[src/rtl/eth_rx2_if.sv]
// eth_rx2_if -- receive-side buffer write port and frame status bundle.
//
// Groups everything the Manchester receiver hands to the rest of the MAC:
//   w_addr[7:0]      byte address in the external receive buffer (index mod 256)
//   w_data[7:0]      received byte
//   w_en             one-cycle buffer write strobe
//   rx_busy          receiver is inside a preamble or a frame body
//   frame_valid      one-cycle end-of-frame strobe
//   frame_len[10:0]  complete bytes of the last frame (FCS included), saturating
//   crc_ok           last frame's FCS checked good
//   overflow         last frame was longer than the 256-byte buffer
//
// master: the receiver drives the bundle. slave: the buffer/MAC consumes it.
interface eth_rx2_if;
    logic [7:0]  w_addr;
    logic [7:0]  w_data;
    logic        w_en;
    logic        rx_busy;
    logic        frame_valid;
    logic [10:0] frame_len;
    logic        crc_ok;
    logic        overflow;

    modport master (
        output w_addr, w_data, w_en, rx_busy,
        output frame_valid, frame_len, crc_ok, overflow
    );

    modport slave (
        input  w_addr, w_data, w_en, rx_busy,
        input  frame_valid, frame_len, crc_ok, overflow
    );
endinterface

[src/rtl/eth_rx2.sv]
// eth_rx2 -- 10BASE-T Manchester receiver.
//
// Oversamples the differential receiver output, recovers bit timing from the
// mid-bit transitions, hunts for an alternating preamble followed by the SFD,
// then deserialises the frame LSB-first into an external byte buffer and
// checks the FCS by comparing the CRC-32 register against the fixed residue.
//
// Ports:
//   clk    in   system clock (HALF_BIT cycles per Manchester half-bit)
//   rst_n  in   asynchronous active-low reset
//   rx_p   in   asynchronous line level; idle low, link pulses high
//   bus    eth_rx2_if.master: buffer write port and frame status outputs
//
// Parameters:
//   HALF_BIT  clk cycles per half-bit; even and >= 4
//   MIN_PRE   alternating preamble bits required before the SFD is honoured
module eth_rx2 #(
    parameter int HALF_BIT = 4,
    parameter int MIN_PRE  = 16
) (
    input  logic      clk,
    input  logic      rst_n,
    input  logic      rx_p,
    eth_rx2_if.master bus
);

    // Edge-timer limits: carrier is lost after 1.5 bit times without a
    // mid-bit edge; anything earlier than 3/4 of a bit is a boundary edge.
    localparam int LOSS     = 3 * HALF_BIT;
    localparam int EDGE_MIN = (3 * HALF_BIT) / 2;
    localparam int CNT_W    = $clog2(LOSS + 1);
    localparam int PRE_W    = $clog2(MIN_PRE + 1);

    localparam logic [CNT_W-1:0] LOSS_C     = CNT_W'(LOSS);
    localparam logic [CNT_W-1:0] EDGE_MIN_C = CNT_W'(EDGE_MIN);
    localparam logic [PRE_W-1:0] MIN_PRE_C  = PRE_W'(MIN_PRE);

    localparam logic [31:0] CRC_POLY    = 32'h04C1_1DB7;
    localparam logic [31:0] CRC_INIT    = 32'hFFFF_FFFF;
    localparam logic [31:0] CRC_RESIDUE = 32'hC704_DD7B;
    localparam logic [10:0] LEN_MAX     = 11'd2047;
    localparam logic [10:0] BUF_BYTES   = 11'd256;
    localparam logic [10:0] FCS_BYTES   = 11'd4;

    typedef enum logic [2:0] {
        ST_HUNT = 3'd0,
        ST_PRE  = 3'd1,
        ST_DATA = 3'd2,
        ST_END  = 3'd3,
        ST_DROP = 3'd4
    } state_t;

    // CRC-32 over one byte, bits taken LSB-first into an MSB-first register.
    // Updating once per completed byte keeps dribble bits out of the CRC.
    function automatic logic [31:0] crc32_byte(input logic [31:0] crc_in,
                                               input logic [7:0]  data_in);
        logic [31:0] crc_v;
        crc_v = crc_in;
        for (int i = 0; i < 8; i++) begin
            if ((data_in[i] ^ crc_v[31]) == 1'b1) begin
                crc_v = {crc_v[30:0], 1'b0} ^ CRC_POLY;
            end else begin
                crc_v = {crc_v[30:0], 1'b0};
            end
        end
        return crc_v;
    endfunction

    state_t           state_r;
    state_t           state_nx;

    logic             sync1_r;
    logic             sync2_r;
    logic             lvl_r;
    logic [CNT_W-1:0] cnt_r;

    logic             prev_bit_r;
    logic [PRE_W-1:0] pre_cnt_r;
    logic [6:0]       shift_r;
    logic [2:0]       bit_cnt_r;
    logic [10:0]      byte_cnt_r;
    logic [31:0]      crc_r;
    logic             ovf_r;

    logic [7:0]       w_addr_r;
    logic [7:0]       w_data_r;
    logic             w_en_r;
    logic             rx_busy_r;
    logic             frame_valid_r;
    logic [10:0]      frame_len_r;
    logic             crc_ok_r;
    logic             overflow_r;

    logic             edge_s;
    logic             loss_s;
    logic             accept_s;
    logic             bit_s;
    logic             alt_s;
    logic [7:0]       byte_s;

    // The decoded bit is the level the line moved to; an edge is any change
    // of the synchronised level against the previous cycle's level.
    assign bit_s  = sync2_r;
    assign edge_s = sync2_r ^ lvl_r;
    assign loss_s = (cnt_r == LOSS_C);
    assign alt_s  = (bit_s != prev_bit_r);
    assign byte_s = {bit_s, shift_r};

    // Edge qualification: in HUNT any edge sets the phase; elsewhere only
    // edges late enough to be mid-bit count, and carrier loss wins a tie.
    always_comb begin
        accept_s = 1'b0;
        case (state_r)
            ST_HUNT: begin
                accept_s = edge_s;
            end
            ST_PRE, ST_DATA, ST_DROP: begin
                if (edge_s && (cnt_r >= EDGE_MIN_C) && !loss_s) begin
                    accept_s = 1'b1;
                end else begin
                    accept_s = 1'b0;
                end
            end
            ST_END: begin
                accept_s = 1'b0;
            end
            default: begin
                accept_s = 1'b0;
            end
        endcase
    end

    // Next-state logic for the frame hunter.
    always_comb begin
        state_nx = state_r;
        case (state_r)
            ST_HUNT: begin
                if (accept_s) begin
                    state_nx = ST_PRE;
                end else begin
                    state_nx = ST_HUNT;
                end
            end
            ST_PRE: begin
                if (loss_s) begin
                    state_nx = ST_HUNT;
                end else if (accept_s) begin
                    if (alt_s) begin
                        state_nx = ST_PRE;
                    end else if (bit_s && (pre_cnt_r >= MIN_PRE_C)) begin
                        // "11" after enough preamble is the end of the SFD
                        state_nx = ST_DATA;
                    end else begin
                        state_nx = ST_DROP;
                    end
                end else begin
                    state_nx = ST_PRE;
                end
            end
            ST_DATA: begin
                if (loss_s) begin
                    state_nx = ST_END;
                end else begin
                    state_nx = ST_DATA;
                end
            end
            ST_END: begin
                state_nx = ST_HUNT;
            end
            ST_DROP: begin
                if (loss_s) begin
                    state_nx = ST_HUNT;
                end else begin
                    state_nx = ST_DROP;
                end
            end
            default: begin
                state_nx = ST_HUNT;
            end
        endcase
    end

    // State register.
    always_ff @(posedge clk or negedge rst_n) begin
        if (!rst_n) begin
            state_r <= ST_HUNT;
        end else begin
            state_r <= state_nx;
        end
    end

    // Line synchroniser, edge-detect level and saturating edge timer.
    always_ff @(posedge clk or negedge rst_n) begin
        if (!rst_n) begin
            sync1_r <= 1'b0;
            sync2_r <= 1'b0;
            lvl_r   <= 1'b0;
            cnt_r   <= '0;
        end else begin
            sync1_r <= rx_p;
            sync2_r <= sync1_r;
            lvl_r   <= sync2_r;
            if (accept_s) begin
                cnt_r <= '0;
            end else if (cnt_r != LOSS_C) begin
                cnt_r <= cnt_r + 1'b1;
            end
        end
    end

    // Preamble counting, deserialiser, CRC and registered outputs.
    always_ff @(posedge clk or negedge rst_n) begin
        if (!rst_n) begin
            prev_bit_r    <= 1'b0;
            pre_cnt_r     <= '0;
            shift_r       <= 7'd0;
            bit_cnt_r     <= 3'd0;
            byte_cnt_r    <= 11'd0;
            crc_r         <= 32'd0;
            ovf_r         <= 1'b0;
            w_addr_r      <= 8'd0;
            w_data_r      <= 8'd0;
            w_en_r        <= 1'b0;
            rx_busy_r     <= 1'b0;
            frame_valid_r <= 1'b0;
            frame_len_r   <= 11'd0;
            crc_ok_r      <= 1'b0;
            overflow_r    <= 1'b0;
        end else begin
            w_en_r        <= 1'b0;
            frame_valid_r <= 1'b0;
            rx_busy_r     <= (state_nx == ST_PRE) || (state_nx == ST_DATA);
            case (state_r)
                ST_HUNT: begin
                    if (accept_s) begin
                        // the phase edge's level seeds the alternation check
                        prev_bit_r <= bit_s;
                        pre_cnt_r  <= '0;
                    end
                end
                ST_PRE: begin
                    if (accept_s) begin
                        prev_bit_r <= bit_s;
                        if (alt_s && (pre_cnt_r != MIN_PRE_C)) begin
                            pre_cnt_r <= pre_cnt_r + 1'b1;
                        end
                        if (state_nx == ST_DATA) begin
                            crc_r      <= CRC_INIT;
                            shift_r    <= 7'd0;
                            bit_cnt_r  <= 3'd0;
                            byte_cnt_r <= 11'd0;
                            ovf_r      <= 1'b0;
                        end
                    end
                end
                ST_DATA: begin
                    if (loss_s) begin
                        // partial bits left in shift_r are simply abandoned
                        frame_valid_r <= 1'b1;
                        frame_len_r   <= byte_cnt_r;
                        crc_ok_r      <= (crc_r == CRC_RESIDUE) &&
                                         (byte_cnt_r >= FCS_BYTES);
                        overflow_r    <= ovf_r;
                    end else if (accept_s) begin
                        shift_r   <= byte_s[7:1];
                        bit_cnt_r <= bit_cnt_r + 3'd1;
                        if (bit_cnt_r == 3'd7) begin
                            crc_r <= crc32_byte(crc_r, byte_s);
                            if (byte_cnt_r >= BUF_BYTES) begin
                                ovf_r <= 1'b1;
                            end else begin
                                w_en_r   <= 1'b1;
                                w_addr_r <= byte_cnt_r[7:0];
                                w_data_r <= byte_s;
                            end
                            if (byte_cnt_r != LEN_MAX) begin
                                byte_cnt_r <= byte_cnt_r + 11'd1;
                            end
                        end
                    end
                end
                default: begin
                end
            endcase
        end
    end

    assign bus.w_addr      = w_addr_r;
    assign bus.w_data      = w_data_r;
    assign bus.w_en        = w_en_r;
    assign bus.rx_busy     = rx_busy_r;
    assign bus.frame_valid = frame_valid_r;
    assign bus.frame_len   = frame_len_r;
    assign bus.crc_ok      = crc_ok_r;
    assign bus.overflow    = overflow_r;

endmodule

[src/flat_wrapper.sv]
// flat-port wrapper written by rule: the top's interface ports become plain ports
module eth_rx2_flat 
#(
    parameter int HALF_BIT = 4,
    parameter int MIN_PRE  = 16
)
  (clk, rst_n, rx_p, bus_w_addr, bus_w_data, bus_w_en, bus_rx_busy, bus_frame_valid, bus_frame_len, bus_crc_ok, bus_overflow);
  eth_rx2_if bus_i ();
  input  logic clk;
  input  logic rst_n;
  input  logic rx_p;
  output wire logic [$bits(bus_i.w_addr)-1:0] bus_w_addr;
  output wire logic [$bits(bus_i.w_data)-1:0] bus_w_data;
  output wire logic [$bits(bus_i.w_en)-1:0] bus_w_en;
  output wire logic [$bits(bus_i.rx_busy)-1:0] bus_rx_busy;
  output wire logic [$bits(bus_i.frame_valid)-1:0] bus_frame_valid;
  output wire logic [$bits(bus_i.frame_len)-1:0] bus_frame_len;
  output wire logic [$bits(bus_i.crc_ok)-1:0] bus_crc_ok;
  output wire logic [$bits(bus_i.overflow)-1:0] bus_overflow;
  assign bus_w_addr = bus_i.w_addr;
  assign bus_w_data = bus_i.w_data;
  assign bus_w_en = bus_i.w_en;
  assign bus_rx_busy = bus_i.rx_busy;
  assign bus_frame_valid = bus_i.frame_valid;
  assign bus_frame_len = bus_i.frame_len;
  assign bus_crc_ok = bus_i.crc_ok;
  assign bus_overflow = bus_i.overflow;
  eth_rx2 #(.HALF_BIT(HALF_BIT), .MIN_PRE(MIN_PRE)) u_core (.clk(clk), .rst_n(rst_n), .rx_p(rx_p), .bus(bus_i));
endmodule
[config.mk]
export PLATFORM = sky130hd
export DESIGN_NAME = eth_rx2_flat
export DESIGN_NICKNAME = d
export VERILOG_FILES = /design/src/rtl/eth_rx2_if.sv /design/src/rtl/eth_rx2.sv /design/src/flat_wrapper.sv
export SDC_FILE = /design/constraint.sdc
export NUM_CORES = 1
export LEC_CHECK = 0
export CAP_MARGIN = 5
export CELL_PAD_IN_SITES_DETAIL_PLACEMENT = 1
export CELL_PAD_IN_SITES_GLOBAL_PLACEMENT = 1
export CORE_UTILIZATION = 40
export DETAILED_ROUTE_END_ITERATION = 8
export PLACE_DENSITY_LB_ADDON = 0.1
export REMOVE_ABC_BUFFERS = 1
export SYNTH_ARGS = -nofsm -noshare
export SYNTH_HDL_FRONTEND = slang
export SYNTH_SLANG_ARGS = --single-unit
export TNS_END_PERCENT = 5
[constraint.sdc]
create_clock -name clk -period 2.2 [get_ports clk]
set_input_delay 0.44 -clock clk [delete_from_list [all_inputs] [get_ports clk]]
set_output_delay 0.44 -clock clk [all_outputs]
set_load 0.01 [all_outputs]
==> metrics, run 1 <==
run status=complete, no violations; Gate Count Post-Synth=a little under 500; buffer type at the clock tree root=clkbuf_16; Placed Instance Area=6007 um2; core area=12,770 um2; Period minus WS final=2.104 ns; clock input transition at the sequential cells of the worst setup and hold paths=0.07 ns; Clock H-tree levels=3; fraction of layout cells with a size suffix above 1=a little under a fifth; length of the first detailed-routing pass in iterations=4; maximum clock frequency=475.4 MHz; global-route wire length before repair=~22,000 um; Clk pwr share=approximately a third; antenna violations before repair=0; switch share=approximately 30%; area enclosed by the die boundary=13,760 um2; largest fanout on the critical path=6; initial core utilization=between 40% and 50%; Port Buffer Count=34; clock sink count=between 100 and 150; Core Util, Final=between 40% and 50%; Tightest Hold Check Type=flip-flop to flip-flop; areal power density over the cells=739.4 nW/um2; Synth warnings=0; number of max-slew violations in the final report=0; category of the critical setup timing path=flip-flop to flip-flop; cell total after placement=705; EDFF count, synth=0; Via-to-Cell Ratio=between 5 and 6; final wirelength=around 13,000 um; Least-Margin Pin Slew=about 0.58 ns; final layout net count=between 500 and 600; Cell Area, Synth=between 5000 and 6000 um2; clock skew=0.009366 ns; Avg Cell Area, Syn=~11 um2; post-route ant nets=0; critical-path cell with the highest stage delay=dfrtp_1; overall via count from detail_route=3,884; Row Count=approximately 40; post-route insts no fill=about 730; type of element capturing the critical path=flip-flop; WL/cell=around 18 um; final instance area=around 6400 um2; type of element launching the critical path=flip-flop; gpl congestion=0.8475; clock latency of the later-clocked register in the worst-skew pair=0.35 ns; Pint=about 0.0033 W; relative slew slack=between 60% and 70%; share of total power in combinational logic=around 20%; maximum vdd ir drop=0.0005330 V; period utilization=between 90% and 100%; Synth async-reset ratio=100.0%; Final Hold Fails=0; count of state elements after synthesis=102; die outline width=around 120 um; Pwr Total=about 0.0047 W; number of distinct standard cells referenced by the synthesized netlist=60; remaining global-route overflow=0; critical path data required time=between 2 and 2.5 ns; fillers=about 1,400; leading cell types in the layout, fill and taps excluded=99 x dfrtp_1, 51 x nand2_1, 49 x xnor2_1, 38 x nor2_1, 33 x clkdlybuf4s50_1; pin count of the biggest net entering global routing=52; all-layer global routing usage=21.45%; register share of total power=between 40% and 50%; chain of cells forming the critical path=inv_1, ha_2, a21bo_2, o21a_1, o31a_1, buf_4, or4_1, a21oi_1; number of global-route vias before repair=slightly above 4,000; DIE HEIGHT=between 100 and 150 um; # Max-Cap Violations=0; worst path arrival time=~2.4 ns; number of endpoints failing setup at the final stage=0; cell leakage power=approximately 2.8 nW; Top Ports=35; longest individual stage delay on the worst path=around 0.40 ns; area added between synthesis and finish=19.75%; Ant. Diodes=0; total half-perimeter wirelength after legalization and detailed placement=roughly 9600 um; number of design rule violations left after detail routing=0; most common cell after layout, fill and taps aside=dfrtp_1; net switching power of the design=between 0.001 and 0.0015 W; Starting DRT DRC Count=about 140; CTS tree=done; cts bufs inserted=9; register area share after synthesis=48.01%; number of buffers on the longest clock path=2; prevailing post-synth register cell=dfrtp_1
[per-stage QoR]
step	setup WS [ns]	setup TNS [ns]	hold slack [ns]
floorplan	-0.9210	-39.84	0.1444
global placement	0.1114	0	0.3324
detailed placement	-0.004814	-0.004814	0.3410
CTS	0.01094	0	0.3596
global route	-0.01225	-0.01447	0.3731
finish	0.09633	0	0.3597
[final timing paths]
| kind | slack (ns) | start | depth (start not counted) | endpoint |
|---|---|---|---|---|
| worst max-delay path | 0.1 | u_core.cnt_r[0] | 8 | u_core.pre_cnt_r[2] |
| worst min-delay path | 0.36 | u_core.sync1_r | 0 | u_core.bit_s |
| worst max register to register | 0.1 | u_core.cnt_r[0] | 8 | u_core.pre_cnt_r[2] |
| worst min register to register | 0.36 | u_core.sync1_r | 0 | u_core.bit_s |
| max in group asynchronous | 0.94 | rst_n | 3 | u_core.byte_cnt_r[6] |
| min in group asynchronous | 0.54 | rst_n | 2 | u_core.crc_r[8] |
[power by group through the flow]
| stage | Sequential (W) | Combinational, W | Clock, W |
|---|---|---|---|
| after global routing | 0.00213 | 0.00105 | 0.00177 |
| final | 0.00211 | 0.000942 | 0.00166 |
| after CTS | 0.00210 | 0.000888 | 0.00171 |
| after global placement | 0.00212 | 0.000852 | 0 |
| after detailed placement | 0.00213 | 0.000880 | 0 |
| after floorplan | 0.00211 | 0.000516 | 0 |
[area by class of cell]
type	instances	area [um2]	share of cell area (%)
Multi-Input combinational cell	355	2601	40.86
Tap cell	172	215.2	3.380
Inverter	11	41.29	0.6486
Timing Repair Buffer	69	644.4	10.12
Clock buffer	11	242.7	3.813
Sequential cell	102	2556	40.15
Clock inverter	5	65.06	1.022
[critical path, delay by kind of cell (launching register included)]
family / cells / cell delay, ns
AO/OA/AOI/OAI: 4 / 0.77
adder cells (fa/ha/maj): 1 / 0.21
buffers and inverters: 2 / 0.27
flip-flops: 1 / 0.40
AND/OR/NAND/NOR: 1 / 0.39
[cell families (layout without fill, tap and decap cells)]
family | Yosys count | count (layout) | share of synthesized area (%)
AOI/OAI and AO/OA | 90 | 90 | 10.87
xor gates and xnor gates | 74 | 74 | 15.13
adders and majority gates | 9 | 9 | 2.118
buffers and inverters | 30 | 96 | 3.271
DFF | 102 | 102 | 48.01
muxes | 30 | 30 | 6.354
and+or+nand+nor | 152 | 152 | 14.24
[layer usage]
metal	global-route usage (%)	up-vias	routed length (um)
li1	-	1824	-
met1	26.82	1992	5878
met2	36.94	53	6880
met3	5.252	15	394
met4	5.738	0	189
met5	0	-	0
[Yosys cell counts (8+ instances only)]
cell type  count  share of area (%)
nand2_1       51                3.6
xor2_1        12                2.0
o31ai_1        8                1.1
a21oi_1       24                2.3
a31oi_1       12                1.4
mux2_2        28                5.9
o21ai_0       18                1.7
dfrtp_1      102                 48
inv_1         11               0.78
nand3_1       19                1.8
nor2_1        38                2.7
nor3_1         8               0.75
xnor2_1       49                8.1
ha_1           9                2.1
[state kept, by name (all words and copies together) (netlist names)]
signal                  cells
u_core.bit_cnt_r            3
u_core.bit_s                1
u_core.bus.crc_ok           1
u_core.bus.frame_len       11
u_core.bus.frame_valid      1
u_core.bus.overflow         1
u_core.bus.rx_busy          1
u_core.bus.w_addr           8
u_core.bus.w_data           8
u_core.bus.w_en             1
u_core.byte_cnt_r          11
u_core.cnt_r                4
u_core.crc_r               32
u_core.lvl_r                1
u_core.ovf_r                1
u_core.pre_cnt_r            5
u_core.prev_bit_r           1
u_core.shift_r              7
u_core.state_r              3
u_core.sync1_r              1
[timing repair]
item	4_1_cts	5_1_grt
pin swaps	1	1
gates resized for setup	0	7
hold buffers	1	0
gates cloned	0	0
hold endpoints to repair	13	0
setup buffers	0	3
setup endpoints to repair	1	39
Power figures use the tool's default switching activity.
==> run 2, diff against run 1 <==
- CAP_MARGIN: 5 -> unset
==> results of run 2 <==
Same layout as run 1: the final DEF is identical, and so are final timing and power.
